File: config.mk
export PLATFORM = sky130hd
export DESIGN_NAME = fetch_issue_splitter
export DESIGN_NICKNAME = d
export VERILOG_FILES = /design/src/rtl/fetch_issue_splitter.sv
export SDC_FILE = /design/constraint.sdc
export NUM_CORES = 1
export LEC_CHECK = 0
export CELL_PAD_IN_SITES_DETAIL_PLACEMENT = 1
export CELL_PAD_IN_SITES_GLOBAL_PLACEMENT = 2
export CORE_MARGIN = 4
export CORE_UTILIZATION = 23
export DETAILED_ROUTE_END_ITERATION = 16
export GPL_TIMING_DRIVEN = 0
export PLACE_DENSITY = 0.76
export SETUP_SLACK_MARGIN = 0.5
export SYNTH_ARGS = -nofsm -noshare
export SYNTH_HDL_FRONTEND = slang
export SYNTH_SLANG_ARGS = --single-unit
File: constraint.sdc
create_clock -name clk_i -period 1.7 [get_ports clk_i]
set_input_delay 0.255 -clock clk_i [delete_from_list [all_inputs] [get_ports clk_i]]
set_output_delay 0.255 -clock clk_i [all_outputs]
set_load 0.05 [all_outputs]
File: src/rtl/fetch_issue_splitter.sv
// Splits one 64-bit fetch_fifo entry into two 32-bit instructions and issues them
// one per cycle to decode over a registered valid/ready handshake.
module fetch_issue_splitter #(
    parameter int unsigned INSN_W = 32,
    parameter int unsigned PC_W   = 32
) (
    input  logic              clk_i,
    input  logic              rst_ni,
    input  logic              flush_i,
    input  logic              fifo_valid_i,
    input  logic [INSN_W-1:0] fifo_data0_i,
    input  logic [INSN_W-1:0] fifo_data1_i,
    input  logic [PC_W-1:0]   fifo_pc0_i,
    output logic              fifo_pop_o,
    output logic              dec_valid_o,
    output logic [INSN_W-1:0] dec_instr_o,
    output logic [PC_W-1:0]   dec_pc_o,
    input  logic              dec_ready_i
);

    typedef enum logic {
        HALF_LO = 1'b0,
        HALF_HI = 1'b1
    } half_e;

    half_e half_q;
    logic  sel;
    logic  can_load;

    // An entry whose pc points at the upper word starts directly at data1.
    assign sel      = (half_q == HALF_HI) | fifo_pc0_i[2];
    assign can_load = fifo_valid_i & (~dec_valid_o | dec_ready_i) & ~flush_i;

    // Pop is gated by reset because dec_valid_o is forced low while in reset.
    assign fifo_pop_o = can_load & sel & rst_ni;

    always_ff @(posedge clk_i or negedge rst_ni) begin
        if (!rst_ni) begin
            half_q      <= HALF_LO;
            dec_valid_o <= 1'b0;
            dec_instr_o <= '0;
            dec_pc_o    <= '0;
        end else if (flush_i) begin
            half_q      <= HALF_LO;
            dec_valid_o <= 1'b0;
        end else if (can_load) begin
            dec_valid_o <= 1'b1;
            dec_instr_o <= sel ? fifo_data1_i : fifo_data0_i;
            dec_pc_o    <= {fifo_pc0_i[PC_W-1:3], sel, 2'b00};
            half_q      <= sel ? HALF_LO : HALF_HI;
        end else if (dec_valid_o && dec_ready_i) begin
            dec_valid_o <= 1'b0;
        end
    end

endmodule

==> impl_metrics.csv <==
group,metric,value,unit
sta,hold_viol_final,0,
placed_design,gp_congestion,0.689,
global_route,overflow,0,
hold_path,worst_hold_path_type,"in -> async",
yosys,ys_seq_area_share,56.6,%
finish,num-nets-final,478,
critical_path,worstPathMaxFanout,2,
critical_path,r2r_cells,8,
yosys,synth_area_leaders,"dfrtp_1 57%, mux2_2 35%, buf_6 2.4%, mux2_1 2.0%, nor3_4 0.57%",
global_route,grt_max_degree,66,
global_route,grt_pass1_wl,14.7,mm
finish,fillerInstances,1225,
sta,worst_pin_slew,0.867,ns
clock_network,clockRootBuffer,"clkbuf_16",
clock_network,cts.path.max_buffers,2,
yosys,yosysWarnings,0,
sta,min_period_over_period,106,%
floorplanning,design.core.area,12000,sq um
clock_network,cts_num_sinks,64,
route,wirelength,9.36,mm
route,final_antenna_net_count,0,
global_route,antenna_found_initial,0,
clock_network,clock_latency,0.33,ns
power_and_ir_drop,p_leak,2.54,nW
power_and_ir_drop,total_power,6.77,mW
yosys,synthesis.area,2830,sq um
route,drtIter0Drc,77,
floorplanning,fp.dieW,119,microns
placed_design,dp_hpwl,6.48,mm
yosys,synth.distinct_cells,17,
clock_network,cts.htree.levels,3,
power_and_ir_drop,switching_share,34.3,%
sta,setup_viol,39,
route,routed_via_density,4.26,
finish,antenna_cells,0,
critical_path,rr_startpoint,"dec_valid_o",
power_and_ir_drop,power.switching,2.32,mW
power_and_ir_drop,clockPowerShare,31.1,%
global_route,track_usage,13.4,%
sta,period_minus_slack,1.80,ns
clock_network,cts_hold_buf,0,
critical_path,r2r_setup_slack,-0.08,ns
route,drc_errors,0,
yosys,syn_area_per_cell,15.6,sq um
yosys,ys_ff_latch,64,
floorplanning,pin_count,167,
global_route,grt_pass1_vias,2670,
critical_path,crit_type,"reg -> out",
clock_network,path_clk_slew,0.05,ns
finish,layout_commonest_cell,"clkdlybuf4s50_1",
sta,drv_slew,0,
critical_path,reg2reg_to,"dec_pc_o[7]",
sta,fmax,556,MHz
yosys,synth_top_cell_area_share,56.6,%
power_and_ir_drop,comb_power_share,39.3,%
power_and_ir_drop,internal_power,4.45,mW
power_and_ir_drop,pwr-share-seq,29.6,%
clock_network,numCtsBuffers,9,
sta,slew_headroom,42.2,%
critical_path,endpoint_kind,"output port",
finish,syn_to_final_growth,98.7,%
outcome,status,"finished, violations left",
floorplanning,fp.dieH,119,microns
placed_design,port_buffers,162,
critical_path,crit_path_start_kind,"flip-flop",
critical_path,cp_data_arrival_time,1.54,ns
sta,rsz0062_at_grt,"true",
yosys,yosysTopAreaCell,"dfrtp_1",
power_and_ir_drop,pwr_density_cell,1200,nW/um^2
outcome,violations,"setup timing",
route,avgRoutedWirePerCell,17.7,microns
power_and_ir_drop,ir_worst_vdd,0.000489,V
clock_network,tritoncts,"yes",
floorplanning,rows,40,
route,dr_total_vias,2252,
flow_run,drv_cap,0,
yosys,synthCells,181,
finish,drive_gt1_share,55.2,%
sta,setup_slack,-0.0986,ns
sta,tns,-2.25,ns
floorplanning,start_util,23.6,%
sta,skew,0.00331,ns
floorplanning,die-area,14100,sq um
route,first_pass_iters,4,
finish,final_cell_mix,"96 x clkdlybuf4s50_1, 63 x dfrtp_1, 61 x mux2_4",
critical_path,required,1.44,ns
repair_timing:
action / CTS / global route
setup endpoints to repair: 127 / 89
gates cloned: 7 / 0
pin swaps: 2 / 0
resized for setup: 416 / 38
buffers inserted: 13 / 2
hold endpoints to repair: 0 / 0
how the worst max path moves through the flow:
stage | start | end | slack [ns] | depth (start not counted)
finish | dec_valid_o | fifo_pop_o | -0.1 | 5
global route | dec_valid_o | fifo_pop_o | -0.19 | 5
CTS | dec_valid_o | fifo_pop_o | -0.13 | 5
detailed placement | fifo_valid_i | fifo_pop_o | -1.24 | 6
global placement | rst_ni | fifo_pop_o | -2.93 | 3
floorplan | dec_valid_o | fifo_pop_o | -0.18 | 4
registers in the layout, summed over array words and instances, names as in the netlist:
signal	cells
dec_instr_o	32
dec_pc_o	30
dec_valid_o	1
half_q	1
cell type report:
cell class / count / area (sq um) / area share (%)
multi-input cells: 105 / 1370 / 24.4
inverters: 2 / 7.51 / 0.133
clock inverters: 6 / 108 / 1.91
flip-flops and latches: 64 / 1600 / 28.5
repair buffers: 184 / 1970 / 35.0
clock buffers: 10 / 229 / 4.07
plain buffers: 11 / 156 / 2.78
well taps: 147 / 184 / 3.27
per-layer routing:
layer	global-route usage [%]	wire, microns	vias up
met2	22.9	4900	84
li1	-	-	1035
met3	4.61	587	13
met1	15.4	3700	1120
met4	5.29	161	0
met5	0	0	-
cell usage after synthesis:
| master | instances |
|---|---|
| mux2_1 | 5 |
| nor2_1 | 2 |
| nor2_2 | 1 |
| a21oi_1 | 1 |
| and3b_1 | 1 |
| nor3_4 | 1 |
| o21ai_0 | 1 |
| buf_4 | 2 |
| mux2_2 | 88 |
| dfrtp_1 | 64 |
| nand3b_1 | 1 |
| nor2b_1 | 1 |
| conb_1 | 1 |
| mux2i_1 | 1 |
| inv_1 | 2 |
| buf_6 | 6 |
| buf_2 | 3 |
power groups by stage:
| stage | combinational (mW) | clock [mW] | sequential (mW) |
|---|---|---|---|
| 2_1_floorplan | 0.566 | 0 | 2.98 |
| 3_3_place_gp | 2.51 | 0 | 1.98 |
| 3_5_place_dp | 2.53 | 0 | 1.99 |
| 4_1_cts | 2.59 | 2.18 | 1.98 |
| 5_1_grt | 2.76 | 2.25 | 2.04 |
| 6_report | 2.66 | 2.11 | 2.00 |
through the flow:
step	setup WS [ns]	cell area [sq um]	std cells	utilization (%)	hold slack, ns
2_1_floorplan	-0.184	3030	182	-	-0.0406
3_3_place_gp	-2.93	4840	491	40.3	0.490
3_5_place_dp	-1.24	4830	491	40.3	0.439
4_1_cts	-0.128	5470	527	45.5	0.0711
5_1_grt	-0.187	5620	529	46.8	0.105
6_report	-0.0986	5620	529	46.8	0.00309
kinds of logic (layout without fill, tap and decap cells):
family | Yosys count | in the layout | synth area share, %
compound gates | 2 | 2 | 0.353
buf+inv | 13 | 213 | 3.71
simple gates | 7 | 7 | 1.86
other cells | 1 | 2 | 0.132
flops | 64 | 64 | 56.6
mux | 94 | 94 | 37.4
critical path, cell delays in order, from the launching register on:
cell     delay, ns
dfrtp_2       0.39
nor2b_4       0.13
nor3_4        0.21
buf_6         0.13
and3b_2       0.19
buf_8         0.15
Power figures use the tool's default switching activity.
